[config.mk]
export PLATFORM = sky130hd
export DESIGN_NAME = mdio_phy_responder
export DESIGN_NICKNAME = d
export VERILOG_FILES = /design/src/rtl/mdio_phy_responder.sv
export SDC_FILE = /design/constraint.sdc
export NUM_CORES = 1
export LEC_CHECK = 0
export BUFFER_PORTS_ARGS = -buffer_cell sky130_fd_sc_hd__buf_2
export CORE_AREA = 10 10 183 185
export DETAILED_ROUTE_END_ITERATION = 16
export DIE_AREA = 0 0 193 195
export HOLD_SLACK_MARGIN = 0.05
export PLACE_DENSITY = 0.49
export SLEW_MARGIN = 10
export SYNTH_ARGS = -nofsm -noshare
export SYNTH_HDL_FRONTEND = slang
export SYNTH_SLANG_ARGS = --single-unit
[constraint.sdc]
create_clock -name clk_50 -period 5.7 [get_ports clk_50]
set_clock_uncertainty 0.1 [all_clocks]
set_input_delay 0.285 -clock clk_50 [delete_from_list [all_inputs] [get_ports clk_50]]
set_output_delay 0.285 -clock clk_50 [all_outputs]
set_load 0.02 [all_outputs]
[src/rtl/mdio_phy_responder.sv]
// Clause 22 MDIO target: oversamples MDC/MDIO on clk_50, decodes frames for PHY_ADDR,
// serves a small PHY register file and drives MDIO during read turnaround/data.
module mdio_phy_responder #(
    parameter logic [4:0]  PHY_ADDR     = 5'd1,
    parameter int          PREAMBLE_LEN = 32,
    parameter logic [15:0] ID1          = 16'h0022,
    parameter logic [15:0] ID2          = 16'h1556,
    parameter logic [15:0] BMSR_VAL     = 16'h786D
) (
    input  logic        clk_50,
    input  logic        rstn,
    input  logic        i_mdc,
    input  logic        i_mdio,
    output logic        o_mdio,
    output logic        oe_mdio,
    output logic [15:0] o_bmcr,
    output logic        o_frame_done,
    output logic        o_frame_err
);
    localparam logic [15:0] BMCR_RST = 16'h3100;
    localparam logic [15:0] ANAR_RST = 16'h01E1;
    localparam logic [5:0]  PRE_MAX  = 6'(PREAMBLE_LEN);

    typedef enum logic [2:0] {
        S_PRE, S_ST, S_OP, S_PHYAD, S_REGAD, S_TA, S_DATA, S_SKIP
    } state_t;

    logic [1:0] mdc_sync, mdio_sync;
    logic       mdc_q, rise_q, bit_q;

    // Edge detect and sampled bit are registered together so they stay aligned.
    always_ff @(posedge clk_50 or negedge rstn) begin
        if (!rstn) begin
            mdc_sync  <= '0;
            mdio_sync <= '0;
            mdc_q     <= 1'b0;
            rise_q    <= 1'b0;
            bit_q     <= 1'b0;
        end else begin
            mdc_sync  <= {mdc_sync[0], i_mdc};
            mdio_sync <= {mdio_sync[0], i_mdio};
            mdc_q     <= mdc_sync[1];
            rise_q    <= mdc_sync[1] & ~mdc_q;
            bit_q     <= mdio_sync[1];
        end
    end

    state_t      state, state_n;
    logic [5:0]  pre_cnt, pre_cnt_n;
    logic [4:0]  bit_cnt, bit_cnt_n, phyad, phyad_n, regad, regad_n;
    logic [15:0] shreg, shreg_n;
    logic        is_read, is_read_n, ta1, ta1_n;
    logic        mdio_n, oe_n, done_n, err_n;
    logic        wr_en;
    logic [15:0] wr_data, rd_data;
    logic [4:0]  rd_addr;

    logic [15:0]       bmcr, anar;
    logic [7:0][15:0]  scratch;

    assign o_bmcr  = bmcr;
    assign rd_addr = {regad[3:0], bit_q};
    assign wr_data = {shreg[14:0], bit_q};

    always_comb begin
        rd_data = '0;
        case (rd_addr)
            5'd0:    rd_data = bmcr;
            5'd1:    rd_data = BMSR_VAL;
            5'd2:    rd_data = ID1;
            5'd3:    rd_data = ID2;
            5'd4:    rd_data = anar;
            default: if (rd_addr[4:3] == 2'b10) rd_data = scratch[rd_addr[2:0]];
        endcase
    end

    always_ff @(posedge clk_50 or negedge rstn) begin
        if (!rstn) begin
            state        <= S_PRE;
            pre_cnt      <= '0;
            bit_cnt      <= '0;
            phyad        <= '0;
            regad        <= '0;
            shreg        <= '0;
            is_read      <= 1'b0;
            ta1          <= 1'b0;
            o_mdio       <= 1'b0;
            oe_mdio      <= 1'b0;
            o_frame_done <= 1'b0;
            o_frame_err  <= 1'b0;
        end else begin
            state        <= state_n;
            pre_cnt      <= pre_cnt_n;
            bit_cnt      <= bit_cnt_n;
            phyad        <= phyad_n;
            regad        <= regad_n;
            shreg        <= shreg_n;
            is_read      <= is_read_n;
            ta1          <= ta1_n;
            o_mdio       <= mdio_n;
            oe_mdio      <= oe_n;
            o_frame_done <= done_n;
            o_frame_err  <= err_n;
        end
    end

    always_comb begin
        state_n   = state;
        pre_cnt_n = pre_cnt;
        bit_cnt_n = bit_cnt;
        phyad_n   = phyad;
        regad_n   = regad;
        shreg_n   = shreg;
        is_read_n = is_read;
        ta1_n     = ta1;
        mdio_n    = o_mdio;
        oe_n      = oe_mdio;
        done_n    = 1'b0;
        err_n     = 1'b0;
        wr_en     = 1'b0;
        if (rise_q) begin
            case (state)
                S_PRE: begin
                    if (bit_q) begin
                        if (pre_cnt != PRE_MAX) pre_cnt_n = pre_cnt + 6'd1;
                    end else if (pre_cnt == PRE_MAX) begin
                        state_n   = S_ST;
                        pre_cnt_n = '0;
                    end else begin
                        pre_cnt_n = '0;
                    end
                end
                S_ST: begin
                    bit_cnt_n = '0;
                    if (bit_q) state_n = S_OP;
                    else begin
                        err_n   = 1'b1;
                        state_n = S_PRE;
                    end
                end
                S_OP: begin
                    shreg_n = {shreg[14:0], bit_q};
                    if (bit_cnt == 5'd1) begin
                        bit_cnt_n = '0;
                        case ({shreg[0], bit_q})
                            2'b10:   begin is_read_n = 1'b1; state_n = S_PHYAD; end
                            2'b01:   begin is_read_n = 1'b0; state_n = S_PHYAD; end
                            default: begin err_n = 1'b1; state_n = S_PRE; end
                        endcase
                    end else begin
                        bit_cnt_n = bit_cnt + 5'd1;
                    end
                end
                S_PHYAD: begin
                    phyad_n   = {phyad[3:0], bit_q};
                    bit_cnt_n = (bit_cnt == 5'd4) ? 5'd0 : bit_cnt + 5'd1;
                    if (bit_cnt == 5'd4) state_n = S_REGAD;
                end
                S_REGAD: begin
                    regad_n = rd_addr;
                    if (bit_cnt == 5'd4) begin
                        // Foreign address: swallow TA + 16 data bits silently.
                        if (phyad != PHY_ADDR) begin
                            state_n   = S_SKIP;
                            bit_cnt_n = 5'd17;
                        end else begin
                            shreg_n   = rd_data;
                            state_n   = S_TA;
                            bit_cnt_n = '0;
                        end
                    end else begin
                        bit_cnt_n = bit_cnt + 5'd1;
                    end
                end
                S_TA: begin
                    if (bit_cnt == 5'd0) begin
                        bit_cnt_n = 5'd1;
                        ta1_n     = bit_q;
                        if (is_read) begin
                            oe_n   = 1'b1;
                            mdio_n = 1'b0;
                        end
                    end else begin
                        bit_cnt_n = '0;
                        if (is_read) begin
                            mdio_n  = shreg[15];
                            shreg_n = {shreg[14:0], 1'b0};
                            state_n = S_DATA;
                        end else if (ta1 && !bit_q) begin
                            state_n = S_DATA;
                        end else begin
                            err_n     = 1'b1;
                            state_n   = S_SKIP;
                            bit_cnt_n = 5'd15;
                        end
                    end
                end
                S_DATA: begin
                    if (is_read) begin
                        if (bit_cnt == 5'd15) begin
                            oe_n    = 1'b0;
                            mdio_n  = 1'b0;
                            done_n  = 1'b1;
                            state_n = S_PRE;
                        end else begin
                            mdio_n    = shreg[15];
                            shreg_n   = {shreg[14:0], 1'b0};
                            bit_cnt_n = bit_cnt + 5'd1;
                        end
                    end else begin
                        shreg_n = wr_data;
                        if (bit_cnt == 5'd15) begin
                            wr_en   = 1'b1;
                            done_n  = 1'b1;
                            state_n = S_PRE;
                        end else begin
                            bit_cnt_n = bit_cnt + 5'd1;
                        end
                    end
                end
                S_SKIP: begin
                    if (bit_cnt == 5'd0) state_n = S_PRE;
                    else bit_cnt_n = bit_cnt - 5'd1;
                end
                default: state_n = S_PRE;
            endcase
        end
    end

    // BMCR bit 15 is self-clearing: it resets every RW register and discards the rest of the write.
    always_ff @(posedge clk_50 or negedge rstn) begin
        if (!rstn) begin
            bmcr    <= BMCR_RST;
            anar    <= ANAR_RST;
            scratch <= '0;
        end else if (wr_en) begin
            case (regad)
                5'd0: begin
                    if (wr_data[15]) begin
                        bmcr    <= BMCR_RST;
                        anar    <= ANAR_RST;
                        scratch <= '0;
                    end else begin
                        bmcr <= {1'b0, wr_data[14:0]};
                    end
                end
                5'd4:    anar <= wr_data;
                default: if (regad[4:3] == 2'b10) scratch[regad[2:0]] <= wr_data;
            endcase
        end
    end
endmodule

======== Yosys cells after proc, flatten, opt, wreduce, memory -nomap -nowiden ========
Index checks and enable logic that the tools add are counted.
storage, ports and cells
  ROM bits ................................ 0
  logic and storage cells ................. 174
  register bits after elaboration ......... 213
  memories kept ........................... 0
  input port bits ......................... 4
  latch bits .............................. 0
  output and inout port bits .............. 20
  bits in writable memories ............... 0
cells by class
  multiply operators ...................... 0
  equality and inequality tests ........... 39
  bitwise gates (word level) .............. 3
  reduce and logical (&&, ||, !) cells .... 27
  muxes and demuxes ....................... 72
  shifts and indexed selects .............. 0
  add/sub/neg operators ................... 3
  $lt $le $gt $ge ......................... 3
  divide/modulo/power cells ............... 0
operator list
  operator                                                               count
  128-bit two-way mux                                                    2
  128-bit case mux with 2 select lines                                   1
  16-bit two-way mux                                                     10
  128-bit bitwise mux                                                    1
  16-bit case mux with 5 select lines                                    1
  16-bit case mux with 4 select lines                                    1
  16-bit binary-select mux with 3-bit select                             1
  16-bit demux with 3-bit select                                         1
  5-bit case mux with 7 select lines                                     1
  16-bit case mux with 2 select lines                                    1
  5-bit two-way mux                                                      6
  2-bit != test, second input constant                                   15
  1-bit two-way mux                                                      24
  3-bit two-way mux                                                      8
  3-bit case mux with 8 select lines                                     1
  4-bit AND reduction                                                    4
  5-bit by 3-bit equality test with 1-bit output, second input constant  3
  5-bit logical NOT                                                      3
  15-bit two-way mux                                                     1
  3-bit equality test, second input constant                             4
  4-bit two-way mux                                                      3
  6-bit two-way mux                                                      2
  5-bit by 1-bit equality test with 1-bit output, second input constant  2
  5-bit by 2-bit equality test with 1-bit output, second input constant  2
  other kinds (32)                                                       49

======== Depth between registers and ports, before layout ========
Gate-level depths: netlist of run 1.
  depth after elaboration ................. 7
  depth in mapped cells ................... 9
  gate-level depth less buffers ........... 8

======== Worst setup path before layout of run 1 ========
OpenSTA, ideal clock, no wires.
  path type ............................... register -> register
  start ................................... register bit_cnt[2]
  end ..................................... register scratch[117] (netlist bit)
  setup slack ............................. 3.017 ns
  required time ........................... 5.479 ns
  setup time .............................. 0.121 ns
  arrival ................................. 2.462 ns
  cell stages (with the launch flop) ...... 9
  period minus slack after synthesis ...... 2.683 ns
  path buffers ............................ 2
  cell sequence ........................... dfrtp_1 > clkbuf_1 > and3_1 > ha_1 > nand3_1 > a2111oi_4 > o21ai_1 > clkbuf_1 > a22o_1
between the ends
  cells in the longest elaborated chain, start to end .. 6
ends and longest elaborated chain
  element                                         RTL line  source
  start, declared                                 50        logic [4:0] bit_cnt, bit_cnt_n, phyad, phyad_n, regad, regad_n;
  start signal, assigned                          94        bit_cnt <= bit_cnt_n;
  5-bit by 4-bit equality test with 1-bit output  212       if (bit_cnt == 5'd15) begin
  1-bit two-way mux                               212
  1-bit two-way mux                               199       if (is_read) begin
  1-bit two-way mux                               122       case (state)
  1-bit two-way mux                               121       if (rise_q) begin
  4-bit AND reduction (no source line)            -
  end signal, assigned by index                   248       default: if (regad[4:3] == 2'b10) scratch[regad[2:0]] <= wr_data;
  end, declared                                   59        logic [7:0][15:0] scratch;
Every way passes these cells.
A chain may end at the register's enable or synchronous reset.

======== Worst setup path after layout of run 1 ========
  start ................................... register bit_cnt[0]
  end ..................................... register scratch[95] (netlist bit)
The elaborated chain is that of the path after synthesis.

==> flow_summary_export.csv, run 1 <==
group,metric,value,unit
cells_and_area,nFillCells,2935,
clock_tree,clk_pin_slew_worst_paths,60,ps
grt,antenna_found_initial,0,
logic_synthesis,synth_top_family_by_area,"compound AO/OA/AOI/OAI gates",
worst_setup_path,start_kind,"flop",
grt,grt_usage,16.39,%
die,pin_count,24,
grt,first_global_vias,7587,
logic_synthesis,synth_seq_cells,212,
drt,via_per_inst,5.668,
drt,drc,0,
worst_setup_path,timing.rr.end,"scratch[95]",
logic_synthesis,yosys_warnings,0,
clock_tree,clkLatencyLatePin,550,ps
grt,gr-total-overflow,0,
logic_synthesis,synth_commonest_cells,"204 x dfrtp_1, 128 x a22o_1, 104 x nand2_1, 70 x clkbuf_1, 64 x o21ai_0",
die,die_h,195,um
sta,tns,0,ps
drt,dr.first_iter.drc_count,580,
worst_setup_path,rr_worst_depth,8,
logic_synthesis,avgSynthCellArea,10.97,um^2
clock_tree,cts_sinks,212,
clock_tree,cts_setup_buffers,0,
sta,slew_headroom,32.79,%
drt,firstDrtPassIters,5,
worst_setup_path,crit_path_end,"scratch[95]",
cells_and_area,multi_input_area,0.004537,mm^2
grt,grt_pass1_wl,48.55,mm
drt,met1_length,14.22,mm
logic_synthesis,seq_area_frac_synth,51.87,%
clock_tree,cts_tree,"built",
job,cap_violations,0,
logic_synthesis,yosysMostFrequentCell,"dfrtp_1",
pwr,vdd_drop_max,206.1,uV
worst_setup_path,cp-end-kind,"flop",
logic_synthesis,syn-cell-area,0.01025,mm^2
drt,dr_wl_met2,14.52,mm
sta,setup_viol,0,
worst_setup_path,crit_type,"reg -> reg",
logic_synthesis,ys.flop_type,"dfrtp_1",
min_path,hold_class,"in -> async",
placement,place_ws,2208,ps
worst_setup_path,timing.rr.start,"bit_cnt[0]",
drt,wl_met3,1.263,mm
die,rows,64,
drt,drt-wirelength-per-cell,22.89,um
logic_synthesis,synth_enable_flop_cells,0,
cells_and_area,syn2layout_area_growth,13.12,%
clock_tree,clockBufferDepth,3,
die,coreArea,0.03003,mm^2
die,start_util,34.12,%
grt,grt_max_degree,81,
logic_synthesis,synth_top_area_share,49.82,%
die,die_area,0.03764,mm^2
cells_and_area,regArea,0.005319,mm^2
worst_setup_path,rrSetupSlack,2170,ps
logic_synthesis,yosysTopAreaCell,"dfrtp_1",
cells_and_area,drive_gt1_share,15.61,%
logic_synthesis,synth_cell_type_count,70,
clock_tree,cts_max_level,1,
logic_synthesis,ys_top_cells_by_area,"dfrtp_1 50%, a22o_1 11%, mux4_2 5.9%",
cells_and_area,layout.nets,935,
clock_tree,numCtsBuffers,25,
placement,dp.final_hpwl,18.89,mm
clock_tree,post_cts_resized,0,
worst_setup_path,cp_max_fo,16,
logic_synthesis,syn_inst,934,
sta,hold_viol,0,
cells_and_area,antennaDiodeCount,0,
placement,io_buffers,22,
logic_synthesis,synthAdderAreaFrac,0.9769,%
sta,timing.final.crit_period,3529,ps
worst_setup_path,critPathLaunch,"bit_cnt[0]",
placement,place.gp.congestion,0.8179,
sta,finalCritPeriodShare,61.92,%
sta,worst-slew-pin-transition,1007,ps
run_status,status,"finished clean",
die,die_w,193,um
pwr,pwr_density_cell,285.0,mW/mm^2
drt,ant_nets,0,
pwr,p_leak,5.090,nW
sta,final_max_slew_viol_count,0,
clock_tree,cts-root-buf,"clkbuf_16",
logic_synthesis,synth_compound_area_share,22.93,%
sta,fmax,283.3,MHz
worst_setup_path,cp.arrival,3890,ps
worst_setup_path,crit_required,6060,ps
sta,worst_slack,2171,ps
logic_synthesis,synth_simple_gate_area_share,11.14,%
pwr,finalPower,3.303,mW
logic_synthesis,synthMuxAreaShare,8.829,%
drt,wl,30.63,mm
logic_synthesis,syn_nets,946,
logic_synthesis,postSynth.asyncResetShare,100.0,%
logic_synthesis,synth_xor_xnor_area_share,0.2564,%
sta,rsz0062_at_grt,"false",
drt,vias,7584,
drt,highest_layer,"met4",
[where the power goes]
group / internal (mW) / switching, mW
logic: 0.0295 / 0.0542
clock network: 1.01 / 0.672
registers: 1.52 / 0.0216
[repair_timing]
item | CTS | global route
endpoints found under the setup margin | 0 | 0
hold endpoints to repair | 80 | 0
hold buffers | 3 | 0
[through the flow]
stage | instances | util, % | hold WS (ps) | instance area, um^2
final | 1338 | 38.60 | 224.8 | 11590
after global routing | 1338 | 38.60 | 265.7 | 11590
after CTS | 1338 | 38.60 | 250.3 | 11590
after detailed placement | 1289 | 35.65 | 236.4 | 10700
after global placement | 1289 | 35.65 | 231.7 | 10700
after floorplan | 934 | - | -110.6 | 10250
[logic make-up (layout without fill, tap and decap cells)]
group / count (synthesis) / after routing
compound gates: 313 / 313
xor+xnor: 3 / 3
fa+ha+maj: 8 / 8
buf+inv: 101 / 109
flops: 212 / 212
mux: 55 / 55
other cells: 1 / 1
simple gates: 241 / 241
[worst max-delay path: stages (launching register included)]
cell       delay (ps)
dfrtp_1           500
ha_1              240
and3_1            170
ha_1              320
nand3_1           220
a2111oi_4         640
nand2_1           220
nor2_2            810
a22o_1            240
[final cells by class]
class,count,share of cell area (%)
sequential,212,45.89
clock inverter,9,1.252
inverter,14,0.4534
tap,396,4.275
clock buffer,37,6.132
timing repair buffer,49,2.850
multi-input combinational,621,39.14
[state kept, by name (all words and copies together), names as in the netlist, 2 cells and up]
name       cells
state          3
mdio_sync      2
o_bmcr        15
bit_cnt        5
pre_cnt        6
shreg         16
regad          5
anar          16
mdc_sync       2
scratch      128
phyad          5
[placed cells by master (no fill, tap or decap), types with 5 or more instances in the layout]
cell type	n
a211o_1	5
a211oi_1	7
a21oi_1	23
a221oi_1	7
a22o_1	128
a2bb2oi_1	6
a31oi_1	5
and3_1	7
buf_2	21
buf_4	24
clkbuf_1	8
clkbuf_16	25
dfrtp_1	203
dfstp_2	8
ha_1	8
inv_1	12
mux2_2	13
mux2i_1	15
mux4_2	27
nand2_1	104
nand2b_1	19
nand3_1	10
nor2_1	54
nor2b_1	7
nor3_1	7
o211ai_1	5
o21ai_0	64
o21ai_1	5
o22ai_1	5
o31ai_1	15
[how the worst min path moves through the flow]
stage	startpoint	to	slack [ps]
final	rstn	scratch[47]	220
after detailed placement	rstn	bit_cnt[2]	240
after global routing	mdio_sync[0]	mdio_sync[1]	270
after floorplan	rstn	anar[10]	-110
after CTS	mdio_sync[0]	mdio_sync[1]	250
after global placement	mdio_sync[0]	mdio_sync[1]	230
[metal layers]
layer,up-vias,GRT usage (%)
met3,40,1.978
met1,3901,23.40
met2,177,25.92
met5,-,0
li1,3466,-
met4,0,3.819
Power figures use the tool's default switching activity.
==> run 2, diff against run 1 <==
--- a/config.mk
+++ b/config.mk
@@ -5,12 +5,13 @@
 export SDC_FILE = /design/constraint.sdc
 export NUM_CORES = 1
 export LEC_CHECK = 0
+export ABC_AREA = 1
 export BUFFER_PORTS_ARGS = -buffer_cell sky130_fd_sc_hd__buf_2
-export CORE_AREA = 10 10 183 185
+export CORE_AREA = 10 10 189 191
 export DETAILED_ROUTE_END_ITERATION = 16
-export DIE_AREA = 0 0 193 195
+export DIE_AREA = 0 0 199 201
 export HOLD_SLACK_MARGIN = 0.05
-export PLACE_DENSITY = 0.49
+export PLACE_DENSITY = 0.51
 export SLEW_MARGIN = 10
 export SYNTH_ARGS = -nofsm -noshare
 export SYNTH_HDL_FRONTEND = slang
==> constraint.sdc (replaced) <==
create_clock -name clk_50 -period 3.2 [get_ports clk_50]
set_clock_uncertainty 0.1 [all_clocks]
set_input_delay 0.16 -clock clk_50 [delete_from_list [all_inputs] [get_ports clk_50]]
set_output_delay 0.16 -clock clk_50 [all_outputs]
set_load 0.02 [all_outputs]
==> run 2 against run 1 <==
- first-iteration DRC count is 7.1% higher
- clock power is 64% higher
- global-route usage is 0.19 points higher
- worst hold slack worse by 91 ps
- critical path type unchanged
- largest cell class unchanged
- highest routed layer unchanged
==> flow_summary_export.csv, run 2 <==
group,metric,value,unit
run_status,status,"finished clean",
logic_synthesis,ys_top_cells_by_area,"dfrtp_1 46%, nand2_1 21%, nand3_1 5.7%",
cells_and_area,final_cell_mix,"633 x nand2_1, 203 x dfrtp_1, 126 x nand3_1, 123 x nor2_1, 121 x inv_1",
clock_tree,clockBufferDepth,3,
cells_and_area,top_regs,"scratch x128, anar x16, shreg x16",
clock_tree,post_cts_resized,0,
die,rows,66,
cells_and_area,layout.nets,1571,
logic_synthesis,seq_area_frac_synth,48.06,%
worst_setup_path,cp_max_fo,16,
logic_synthesis,syn_nets,1548,
die,coreArea,0.03204,mm^2
die,die_area,0.04000,mm^2
worst_setup_path,start_kind,"flop",
die,die_w,199,um
placement,dp.final_hpwl,21.64,mm
grt,grt_pass1_wl,53.23,mm
drt,via_per_inst,4.986,
die,start_util,34.52,%
grt,grt_max_degree,87,
clock_tree,cts-root-buf,"clkbuf_16",
drt,wl,33.18,mm
logic_synthesis,avgSynthCellArea,7.200,um^2
sta,rsz0062_at_grt,"false",
clock_tree,cts_setup_buffers,0,
worst_setup_path,crit_type,"reg -> reg",
logic_synthesis,yosysTopAreaCell,"dfrtp_1",
logic_synthesis,yosysMostFrequentCell,"nand2_1",
sta,tns,0,ps
die,die_h,201,um
die,pin_count,24,
placement,place.gp.congestion,0.8528,
logic_synthesis,synth_seq_cells,212,
logic_synthesis,syn-cell-area,0.01106,mm^2
cells_and_area,nFillCells,3406,
worst_setup_path,cp.arrival,3270,ps
placement,io_buffers,22,
sta,finalCritPeriodShare,90.63,%
sta,final_max_slew_viol_count,0,
logic_synthesis,yosys_warnings,0,
cells_and_area,antennaDiodeCount,0,
logic_synthesis,syn_inst,1536,
logic_synthesis,synth_enable_flop_cells,0,
min_path,hold_class,"in -> async",
grt,antenna_found_initial,0,
clock_tree,clk_pin_slew_worst_paths,60,ps
sta,worst_slack,299.9,ps
logic_synthesis,synth_commonest_cells,"633 x nand2_1, 204 x dfrtp_1, 126 x nand3_1, 125 x nor2_1, 121 x inv_1",
drt,vias,9893,
logic_synthesis,synth_top_area_share,46.16,%
drt,drc,0,
drt,drt-wirelength-per-cell,16.72,um
drt,dr.first_iter.drc_count,621,
pwr,p_leak,6.394,nW
grt,gr-total-overflow,0,
placement,place_area,0.01175,mm^2
cells_and_area,top_register,"scratch",
drt,ant_nets,0,
worst_setup_path,crit_required,3570,ps
cells_and_area,fin_area,0.01257,mm^2
sta,worst-slew-pin-transition,1155,ps
logic_synthesis,postSynth.asyncResetShare,100.0,%
sta,timing.final.crit_period,2900,ps
sta,fmax,344.8,MHz
drt,firstDrtPassIters,5,
sta,setup_viol,0,
worst_setup_path,cp-end-kind,"flop",
cells_and_area,largest_reg_flops,128,
pwr,vdd_drop_max,369.7,uV
grt,grt_usage,16.58,%
pwr,pwr_density_cell,449.5,mW/mm^2
job,cap_violations,0,
logic_synthesis,synth_cell_type_count,40,
logic_synthesis,ys.flop_type,"dfrtp_1",
cells_and_area,utilization,39.22,%
clock_tree,cts_max_level,1,
sta,hold_viol,0,
cells_and_area,final_common_cell,"nand2_1",
placement,place_ws,330.6,ps
clock_tree,clkLatencyLatePin,530,ps
clock_tree,cts_sinks,212,
cells_and_area,drive_gt1_share,9.201,%
grt,first_global_vias,9460,
clock_tree,cts_tree,"built",
cells_and_area,syn2layout_area_growth,13.63,%
clock_tree,cts_hold_buf,3,
sta,slew_headroom,22.89,%
clock_tree,numCtsBuffers,25,
## run 2: final cells by class
cell class	count	area, um^2	share of cell area (%)
clock buffers	41	765.7	6.093
clock inverters	3	18.77	0.1493
well taps	408	510.5	4.062
flip-flops and latches	212	5316	42.30
inverters	125	469.2	3.734
multi-input cells	1123	4959	39.46
repair buffers	72	528.0	4.201
## run 2: logic make-up (layout without fill, tap and decap cells)
logic type / Yosys count / count (layout) / share of synthesized area (%)
xor gates and xnor gates: 3 / 3 / 0.2376
muxes: 1 / 1 / 0.1018
adders and majority gates: 8 / 8 / 0.9051
DFF: 212 / 212 / 48.06
buffers and inverters: 201 / 241 / 7.195
AOI/OAI and AO/OA: 160 / 160 / 7.919
other: 1 / 1 / 0.03391
and+or+nand+nor: 950 / 950 / 35.55
## run 2: final timing paths
| check | from | endpoint | slack (ps) | cells after the start |
|---|---|---|---|---|
| max in group asynchronous | rstn | anar[7] | 1990 | 3 |
| min in group clk_50 | i_mdio | mdio_sync[0] | 190 | 2 |
| min reg2reg | mdc_sync[0] | mdc_sync[1] | 250 | 0 |
| min | rstn | scratch[81] | 130 | 2 |
| max | bit_cnt[0] | scratch[22] | 300 | 12 |
| max reg2reg | bit_cnt[0] | scratch[22] | 300 | 12 |
## run 2: power breakdown
group          leakage (nW)  internal [mW]  switching, mW  total [mW]
registers              2.92           2.69         0.0125        2.71
clock network         0.387           1.62           1.13        2.75
logic                  3.09         0.0450          0.145       0.190
## run 2: layer usage
| metal | vias up | global-route usage [%] | wire, um |
|---|---|---|---|
| li1 | 4895 | - | - |
| met1 | 4772 | 22.74 | 15370 |
| met2 | 185 | 27.11 | 15760 |
| met3 | 41 | 2.347 | 1403 |
| met4 | 0 | 3.407 | 649 |
| met5 | - | 0 | 0 |
## run 2: stage by stage
step / std cells / power, mW / hold slack (ps)
after CTS: 1984 / 5.719 / 170.0
after floorplan: 1536 / 2.843 / -235.6
after global routing: 1984 / 5.844 / 188.4
after detailed placement: 1937 / 2.946 / 132.5
after global placement: 1937 / 2.947 / 144.2
final: 1984 / 5.649 / 133.7
## run 2: critical path, stage by stage (launching register included)
cell and delay, ps:
dfrtp_1 460, ha_1 200, nand2_1 70, nor2_1 100
ha_1 210, inv_1 70, nor2_1 190, nand3_2 160
a21oi_4 300, nand2_4 300, nor2_1 490, nand2_1 100
nand2_1 90
==> run 3, diff against run 2 <==
--- a/config.mk
+++ b/config.mk
@@ -5,13 +5,13 @@
 export SDC_FILE = /design/constraint.sdc
 export NUM_CORES = 1
 export LEC_CHECK = 0
-export ABC_AREA = 1
 export BUFFER_PORTS_ARGS = -buffer_cell sky130_fd_sc_hd__buf_2
-export CORE_AREA = 10 10 189 191
+export CORE_AREA = 10 10 146 148
 export DETAILED_ROUTE_END_ITERATION = 16
-export DIE_AREA = 0 0 199 201
+export DIE_AREA = 0 0 156 158
+export GPL_ROUTABILITY_DRIVEN = 0
 export HOLD_SLACK_MARGIN = 0.05
-export PLACE_DENSITY = 0.51
+export PLACE_DENSITY = 0.75
 export SLEW_MARGIN = 10
 export SYNTH_ARGS = -nofsm -noshare
 export SYNTH_HDL_FRONTEND = slang
==> run 3 against run 2 <==
- global-route usage grew 6.3 points
- die area fell by 38%
- cell count is 40% lower
- core utilization grew 23 points
- register-to-register slack got worse by 40 ps
- critical endpoint is now anar[2]
- sequential cell count did not move
- critical path type unchanged
- highest routed layer unchanged
- worst setup slack lost 36 ps
==> flow_summary_export.csv, run 3 (same netlist as run 1, synthesis figures left out) <==
group,metric,value,unit
drt,dr.first_iter.drc_count,771,
cells_and_area,final_cell_mix,"203 x dfrtp_1, 128 x a22o_1, 104 x nand2_1, 64 x o21ai_0, 54 x nor2_1",
grt,grt_usage,22.86,%
clock_tree,clk_pin_slew_worst_paths,60,ps
worst_setup_path,cpMostUsedCell,"ha_1",
sta,finalCritPeriodShare,91.74,%
drt,via_per_inst,6.628,
worst_setup_path,crit_type,"reg -> reg",
sta,hold_viol,0,
clock_tree,cts_setup_buffers,0,
sta,tns,0,ps
grt,gr-total-overflow,0,
cells_and_area,top_register,"scratch",
drt,ant_nets,0,
clock_tree,cts_max_level,1,
drt,drt-wirelength-per-cell,23.51,um
die,die_area,0.02465,mm^2
clock_tree,cts_sinks,212,
worst_setup_path,crit_slowest_cell,"nor4b_1",
min_path,hold_class,"in -> async",
sta,final_max_slew_viol_count,0,
clock_tree,cts_tree,"built",
grt,antenna_found_initial,0,
worst_setup_path,cp_max_fo,11,
grt,grt_pass1_wl,44.73,mm
clock_tree,numCtsBuffers,23,
sta,fmax,340.6,MHz
cells_and_area,antennaDiodeCount,0,
drt,vias,7914,
worst_setup_path,cpPeakStageDelay,490,ps
sta,rsz0062_at_grt,"false",
die,start_util,55.52,%
cells_and_area,top_regs,"scratch x128, anar x16, shreg x16",
die,coreArea,0.01846,mm^2
pwr,vdd_drop_max,429.1,uV
grt,grt_max_degree,99,
placement,dp.final_hpwl,18.02,mm
worst_setup_path,cp.arrival,3250,ps
pwr,pwr_density_cell,484.1,mW/mm^2
drt,drc,0,
clock_tree,cts-root-buf,"clkbuf_16",
drt,firstDrtPassIters,5,
sta,worst-slew-pin-transition,871.7,ps
die,die_w,156,um
cells_and_area,largest_reg_flops,128,
sta,slew_headroom,41.74,%
worst_setup_path,crit_required,3510,ps
clock_tree,clkLatencyLatePin,530,ps
grt,first_global_vias,7782,
die,die_h,158,um
die,pin_count,24,
placement,io_buffers,22,
run_status,status,"finished clean",
cells_and_area,layout.nets,958,
worst_setup_path,worstPathCellList,"ha_1, and3_1, ha_1, nand3_1, nor2_1, nor4b_1, o21ai_0, buf_4, a22o_1",
worst_setup_path,crit_family,"simple AND/OR/NAND/NOR gates",
cells_and_area,final_common_cell,"dfrtp_1",
cells_and_area,drive_gt1_share,17.71,%
worst_setup_path,start_kind,"flop",
placement,place_ws,296.8,ps
worst_setup_path,cp-end-kind,"flop",
drt,wl,28.07,mm
pwr,p_leak,5.174,nW
cells_and_area,syn2layout_area_growth,12.38,%
sta,timing.final.crit_period,2936,ps
sta,setup_viol,0,
job,cap_violations,0,
die,rows,50,
clock_tree,clockBufferDepth,3,
worst_setup_path,timing.critical_path.buf_inv,1,
sta,worst_slack,264.3,ps
==> run 3: final cells by class <==
cell class,instances,area [um^2]
Sequential cell,212,5319
Multi-Input combinational cell,621,4538
Clock inverter,9,125.1
Inverter,14,52.55
Timing Repair Buffer,74,555.5
Clock buffer,30,631.9
Fill cell,1425,6940
Tap cell,234,292.8
==> run 3: worst register-to-register path, delay by kind of cell (launching register included) <==
kind                     cells  cell delay [ps]
AO/OA/AOI/OAI                2              410
buffers and inverters        1              210
AND/OR/NAND/NOR              4             1170
flip-flops                   1              420
adder cells (fa/ha/maj)      2              540
==> run 3: final timing paths <==
kind | slack [ps] | cells after the start | endpoint | start
hold / removal | 180 | 2 | scratch[44] | rstn
hold reg to reg | 260 | 0 | mdc_sync[1] | mdc_sync[0]
max in group asynchronous | 1940 | 3 | o_bmcr[13] | rstn
setup reg to reg | 260 | 9 | anar[2] | bit_cnt[1]
setup / recovery | 260 | 9 | anar[2] | bit_cnt[1]
min in group clk_50 | 190 | 2 | mdio_sync[0] | i_mdio
==> run 3: metal layers <==
metal  GRT usage, %  vias up  wire length [um]
met2          38.42      349             13850
met4          6.610        0               923
met1          30.35     3999             11330
met3          3.175       68              1970
li1               -     3498                 -
met5              0        -                 0
==> run 3: metrics by stage <==
stage | util (%) | total power [mW] | cells | hold WS (ps) | instance area [um^2]
finish | 62.39 | 5.574 | 1194 | 180.0 | 11510
global route | 62.39 | 5.748 | 1194 | 186.7 | 11510
CTS | 62.39 | 5.600 | 1194 | 174.6 | 11510
global placement | 58.12 | 2.942 | 1152 | 159.9 | 10730
detailed placement | 58.12 | 2.947 | 1152 | 161.2 | 10730
floorplan | - | 2.861 | 934 | -235.6 | 10250
==> run 3: timing repair <==
action                     4_1_cts  5_1_grt
setup endpoints to repair        0        7
hold endpoints to repair        97        0
hold buffers                     3        0
resized for setup                0        1
==> run 3: where the power goes <==
part	internal [mW]	switching, mW	leakage [nW]	total [mW]
Clock	1.56	1.11	0.360	2.68
Combinational	0.0576	0.102	1.91	0.159
Sequential	2.70	0.0339	2.91	2.74
